--- src/rtl/find_first_one_idx_pkg.sv ---
// find_first_one_idx_pkg: width helper shared by the priority-encoder tree.
package find_first_one_idx_pkg;

    // Index width for an n-bit search; a single-bit vector still gets a 1-bit index.
    function automatic int ffo_idx_w(input int n);
        return (n > 1) ? $clog2(n) : 1;
    endfunction

endpackage

--- src/rtl/find_first_one_idx_node.sv ---
// find_first_one_idx_node: merges two (valid, idx) pairs, lower half wins.
module find_first_one_idx_node #(
    parameter int CW = 0
) (
    input  logic                      i_lo_v,
    input  logic [(CW>0?CW:1)-1:0]    i_lo_idx,
    input  logic                      i_hi_v,
    input  logic [(CW>0?CW:1)-1:0]    i_hi_idx,
    output logic                      o_v,
    output logic [CW:0]               o_idx
);

    assign o_v = i_lo_v | i_hi_v;

    if (CW == 0) begin : g_leaf
        logic w_unused;
        assign w_unused = ^{i_lo_idx, i_hi_idx};
        assign o_idx    = ~i_lo_v;
    end else begin : g_inner
        assign o_idx = {~i_lo_v, i_lo_v ? i_lo_idx : i_hi_idx};
    end

endmodule

--- src/rtl/find_first_one_idx.sv ---
// find_first_one_idx: index of the least-significant set bit, combinational
// and registered one cycle later.
module find_first_one_idx
    import find_first_one_idx_pkg::*;
#(
    parameter  int N     = 8,
    localparam int IDX_W = ffo_idx_w(N)
) (
    input  logic             clk_i,
    input  logic             rst_i,
    input  logic [N-1:0]     in_i,
    output logic [IDX_W-1:0] idx_o,
    output logic             valid_o,
    output logic [IDX_W-1:0] idx_q_o,
    output logic             valid_q_o
);

    localparam int PW = 1 << IDX_W;

    logic [PW-1:0]    w_pad;
    logic             w_root_v;
    logic [IDX_W-1:0] w_root_idx;
    logic [IDX_W-1:0] r_idx;
    logic             r_valid;

    // Zero padding up to a power of two; padding bits can never be selected.
    assign w_pad = PW'(in_i);

    genvar l, k;
    for (l = 0; l <= IDX_W; l++) begin : g_lvl
        localparam int NN = 1 << (IDX_W - l);
        logic                  w_v   [NN];
        logic [(l>0?l:1)-1:0]  w_idx [NN];
        if (l == 0) begin : g_leaf
            for (k = 0; k < NN; k++) begin : g_k
                assign w_v[k]   = w_pad[k];
                assign w_idx[k] = 1'b0;
            end
        end else begin : g_tree
            for (k = 0; k < NN; k++) begin : g_k
                find_first_one_idx_node #(.CW(l - 1)) u_node (
                    .i_lo_v   (g_lvl[l-1].w_v[2*k]),
                    .i_lo_idx (g_lvl[l-1].w_idx[2*k]),
                    .i_hi_v   (g_lvl[l-1].w_v[2*k+1]),
                    .i_hi_idx (g_lvl[l-1].w_idx[2*k+1]),
                    .o_v      (w_v[k]),
                    .o_idx    (w_idx[k])
                );
            end
        end
    end

    assign w_root_v   = g_lvl[IDX_W].w_v[0];
    assign w_root_idx = g_lvl[IDX_W].w_idx[0];

    // An empty tree reports all-ones internally; force the defined zero index.
    assign idx_o   = w_root_v ? w_root_idx : '0;
    assign valid_o = w_root_v;

    always_ff @(posedge clk_i) begin
        if (rst_i) begin
            r_idx   <= '0;
            r_valid <= 1'b0;
        end else begin
            r_idx   <= idx_o;
            r_valid <= valid_o;
        end
    end

    assign idx_q_o   = r_idx;
    assign valid_q_o = r_valid;

endmodule

--- config.mk ---
export PLATFORM = sky130hd
export DESIGN_NAME = find_first_one_idx
export DESIGN_NICKNAME = d
export VERILOG_FILES = /design/src/rtl/find_first_one_idx_pkg.sv /design/src/rtl/find_first_one_idx_node.sv /design/src/rtl/find_first_one_idx.sv
export SDC_FILE = /design/constraint.sdc
export NUM_CORES = 1
export LEC_CHECK = 0
export CORE_AREA = 2 2 39 41
export DETAILED_ROUTE_END_ITERATION = 8
export DIE_AREA = 0 0 41 43
export PLACE_DENSITY_LB_ADDON = 0.15
export SETUP_SLACK_MARGIN = 0.02
export SLEW_MARGIN = 10
export SYNTH_ARGS = -nofsm -noshare
export SYNTH_HDL_FRONTEND = slang
export SYNTH_SLANG_ARGS = --single-unit
--- constraint.sdc ---
create_clock -name clk_i -period 0.95 [get_ports clk_i]
set_input_delay 0.095 -clock clk_i [delete_from_list [all_inputs] [get_ports clk_i]]
set_output_delay 0.095 -clock clk_i [all_outputs]
set_load 0.01 [all_outputs]
==> Yosys cells after proc, flatten, opt, wreduce, memory -nomap -nowiden <==
Index checks and enable logic that the tools add are counted.
{ "word_totals": {"out_inout_bits": 8, "wordCells": 20, "regBits": 4, "inputBits": 10} }
{ "op_classes": {"mux": 4, "bitwise_logic": 14} }
{ "op_table": {"columns": ["cell", "n"], "rows": [
  ["1-bit inverter", 7],
  ["1-bit bitwise OR", 7],
  ["3-bit 2-to-1 mux", 1],
  ["1-bit 2-to-1 mux", 2],
  ["2-bit 2-to-1 mux", 1]
]} }

==> Longest topological paths before layout <==
{ "logic_depth": {"ltp_word": 4, "depth_mapped": 3, "ltp_nobuf": 3} }

==> Modules after synthesis <==
A second synthesis with hierarchy kept.
{ "unflattened": {"hier_cells": 30, "hier_area_um2": 261.5} }
{ "by_module_without_submodules": {"columns": ["module", "area_each_um2", "cells_each", "seq_area_each_um2", "instances"], "rows": [
  ["find_first_one_idx", 138.9, 12, 80.1, 1],
  ["find_first_one_idx_node (g_lvl[2].g_tree.g_k[0].u_node ...)", 25.0, 3, 0.0, 2],
  ["find_first_one_idx_node (g_lvl[1].g_tree.g_k[0].u_node ...)", 10.0, 2, 0.0, 4],
  ["find_first_one_idx_node (g_lvl[3].g_tree.g_k[0].u_node)", 32.5, 4, 0.0, 1]
]} }

==> Least setup slack after synthesis <==
Ideal clock, no wire load.
{ "synth_path": {"path_kind": "input-to-reg", "start": "input in_i[2]", "end": "register r_idx[2] (netlist: idx_q_o[2])", "path_buffers": 0, "required_time_ps": 893, "cell_stages": 3, "setup_slack_ps": 82, "setup_ps": 57, "t_arrival_ps": 811, "cell_sequence": "nor4_4 > nor2b_2 > and2b_2"} }
{ "synth_via": {"elab_chain_len": 4, "elab_cells_between_ends": 5, "classes_between": "mux: 1; bitwise: 4"} }
{ "synth_rtl": {"columns": ["item", "line_no", "text"], "rows": [
  ["start, declared", "find_first_one_idx.sv:11", "input logic [N-1:0] in_i,"],
  ["1-bit bitwise OR * (2 in series)", "find_first_one_idx_node.sv:13", "assign o_v = i_lo_v | i_hi_v;"],
  ["1-bit bitwise OR / 1-bit inverter (equally long branches)", "find_first_one_idx_node.sv:13, find_first_one_idx_node.sv:20", null],
  ["3-bit 2-to-1 mux *", "find_first_one_idx.sv:57", "assign idx_o = w_root_v ? w_root_idx : '0;"],
  ["named net idx_o[2]", "find_first_one_idx.sv:12", "output logic [IDX_W-1:0] idx_o,"],
  ["end signal, assigned", "find_first_one_idx.sv:65", "r_idx <= idx_o;"],
  ["end, declared", "find_first_one_idx.sv:23", "logic [IDX_W-1:0] r_idx;"]
]} }
The timed path passes the listed nets; every way through them passes the cells marked *.
A chain may end at the register's enable or synchronous reset.

==> Worst setup path in the final report <==
{ "layout_path": {"start": "input in_i[0]", "end": "output idx_o[0]"} }
{ "layout_via": {"elab_chain_len": 4, "elab_cells_between_ends": 7, "classes_between": "mux: 3; bitwise: 4"} }
{ "layout_rtl": {"columns": ["item", "line_no"], "rows": [
  ["1-bit bitwise OR / 1-bit inverter (equally long branches)", "find_first_one_idx_node.sv:13, find_first_one_idx_node.sv:18"],
  ["1-bit 2-to-1 mux / 1-bit bitwise OR (equally long branches)", "find_first_one_idx_node.sv:20, find_first_one_idx_node.sv:13"],
  ["2-bit 2-to-1 mux / 1-bit bitwise OR (equally long branches)", "find_first_one_idx_node.sv:20, find_first_one_idx_node.sv:13"],
  ["3-bit 2-to-1 mux *", "find_first_one_idx.sv:57"],
  ["end, declared", "find_first_one_idx.sv:12"]
]} }
Mark *: on every way between the ends. The rest lies on a longest branch, timed or not.

==> flow_summary_export.csv <==
group,metric,value,unit
power,p_total,0.5261,mW
die,chipWidth,41,µm
placement,place_area,449.2,µm²
cells_and_area,diodes,0,
route,drtAntennaViolNets,0,
run,maxCapViolations,0,
route,drt-pass1-iter-count,2,
power,seq_power_share,0.337,
cells_and_area,utilization,0.3725,
cts,root_buffer,"clkbuf_4",
placement,dp.cells,61,
yosys,yosysWarnings,0,
die,ioPinCount,18,
cells_and_area,design_area,515.5,µm²
power,switching_share,0.2305,
cells_and_area,stdcell_count,69,
timing,finalMaxSlewViolations,0,
timing,fin_crit_sh,0.9660,
placement,routabilityCongestion,0.6573,
worst_setup_path,arrival,0.82,ns
timing,worst_slack,0.03231,ns
run_status,status,"finished clean",
placement,io_buffer_count,17,
die,dieHeight,43,µm
die,die_area,1763,µm²
yosys,synth-seq-area-share,0.3879,
global_routing,grt_max_degree,5,
timing,rsz0062_at_grt,"yes",
timing,tightestPinTransition,0.2958,ns
cts,cts_tree,"built",
timing,hold_violations,0,
route,wl_per_cell,8.696,µm
global_routing,track_usage,0.09209,
route,wirelength,600,µm
cts,path_clk_slew,0.04,ns
worst_setup_path,critPathMaxFanout,3,
cts,cts_buffers,3,
cells_and_area,syn2layout_area_growth,149.7,%
route,routed_via_density,3.899,
cts,cts_buffer_depth,2,
yosys,ys_types,16,
yosys,synth_nets,31,
cells_and_area,fill_cells,156,
timing,hold_slack,0.03993,ns
worst_setup_path,crit_type,"in2out",
power,p_int,0.4049,mW
worst_hold_path,min_path_type,"in2reg",
power,p_comb_frac,0.277,
route,vias,269,
power,switchingPower,0.1213,mW
timing,setup-violations-final,0,
placement,hpwl,501.5,µm
route,drt_iter0_drc,1,
power,power_density,1021,nW/µm²
worst_setup_path,critPathRequiredTime,0.85,ns
timing,max_slew_margin,0.8013,
power,vdd_ir_drop_max,0.2973,mV
global_routing,grt_overflow_total,0,
die,initial_core_util,0.1492,
die,core-area,1384,µm²
yosys,synth_cells,21,
global_routing,antenna_found_initial,0,
worst_setup_path,cp-start-kind,"primary input",
timing,fin_setup_tns,0,ns
timing,max_freq,1090,MHz
cells_and_area,drive_gt1_frac,0.6792,
die,row_count,14,
power,p_leak,0.2505,nW
timing,finalCriticalPeriod,0.9177,ns
cts,clock_sinks,4,
yosys,netlist_area,206.4,µm²
global_routing,first_global_vias,276,
yosys,syn_area_per_cell,9.831,µm²
power,p_clk_frac,0.386,
global_routing,grt_pass1_wl,1069,µm
cells_and_area,final_nets,65,
cts,htree_levels,1,
worst_setup_path,crit_path_end_kind,"output pin",
placement,dp_slack,-0.7678,ns
yosys,synth-seq-cells,4,
route,drc,0,
[cell usage in the layout, fill, tap and decap left out, drive strengths merged]
master	synthesis	final
nor3	1	1
inv	1	1
o21bai	1	1
clkbuf	0	3
nand2	1	1
and2b	1	1
nor2b	2	2
nor2	2	2
buf	0	24
nor4	3	3
dfxtp	4	4
a21o	1	1
dlygate4sd2	0	4
a211oi	1	1
a21oi	2	2
o31a	1	1
clkdlybuf4s50	0	1
[area by class of cell]
class / count / area (µm²) / share of cell area
timing repair buffer: 29 / 244.0 / 0.4733
multi-input combinational: 16 / 145.1 / 0.2816
sequential: 4 / 80.08 / 0.1553
clock buffer: 3 / 22.52 / 0.04369
tap: 16 / 20.02 / 0.03883
inverter: 1 / 3.754 / 0.007282
[synth_stat cells]
master	n	area [µm²]
o31a_1	1	8.760
nor4_2	1	12.51
dfxtp_1	4	80.08
nor4_1	1	6.260
nor2_1	2	7.510
nor2b_2	1	8.760
a211oi_1	1	7.510
nand2_1	1	3.750
o21bai_1	1	7.510
inv_1	1	3.750
nor4_4	1	21.27
a21oi_1	2	10.01
and2b_2	1	8.760
a21o_2	1	8.760
nor2b_1	1	6.260
nor3_1	1	5.000
[sequential cells by signal (all words and copies together) (netlist names)]
signal and count:
valid_q_o 1, idx_q_o 3
[worst paths after layout]
check	startpoint	endpoint	slack, ns	depth (start not counted)
max	in_i[0]	idx_o[0]	0.03	5
min	in_i[1]	idx_q_o[1]$_SDFF_PP0_	0.04	2
[metal layers]
metal	global-route usage	vias up	wire, µm
li1	-	143	-
met1	0.09236	116	202
met2	0.1500	10	353
met3	0.03141	0	44
met4	0.06000	0	0
met5	0	-	0
[power by group through the flow]
stage | Combinational, mW | Clock, mW | Sequential (mW)
2_1_floorplan | 0.0294 | 0 | 0.184
3_3_place_gp | 0.135 | 0 | 0.180
3_5_place_dp | 0.136 | 0 | 0.180
4_1_cts | 0.140 | 0.219 | 0.177
5_1_grt | 0.160 | 0.228 | 0.178
6_report | 0.146 | 0.203 | 0.177
[worst max-delay path, cell delays in order]
cell	delay [ns]
buf_8	0.10
nor4_4	0.27
buf_4	0.17
a21oi_2	0.05
buf_2	0.14
[cell families after synthesis]
| kind of cell | after synthesis | synth area share |
|---|---|---|
| buffers and inverters | 1 | 0.01816 |
| AOI/OAI and AO/OA | 6 | 0.2061 |
| and+or+nand+nor | 10 | 0.3879 |
| DFF | 4 | 0.3879 |
[what timing repair did]
action,in CTS,in global routing
gates resized for setup,64,6
pin swaps,7,3
setup buffers,4,1
endpoints found under the setup margin,12,4
hold buffers,0,0
(Power assumes the default switching activity.)
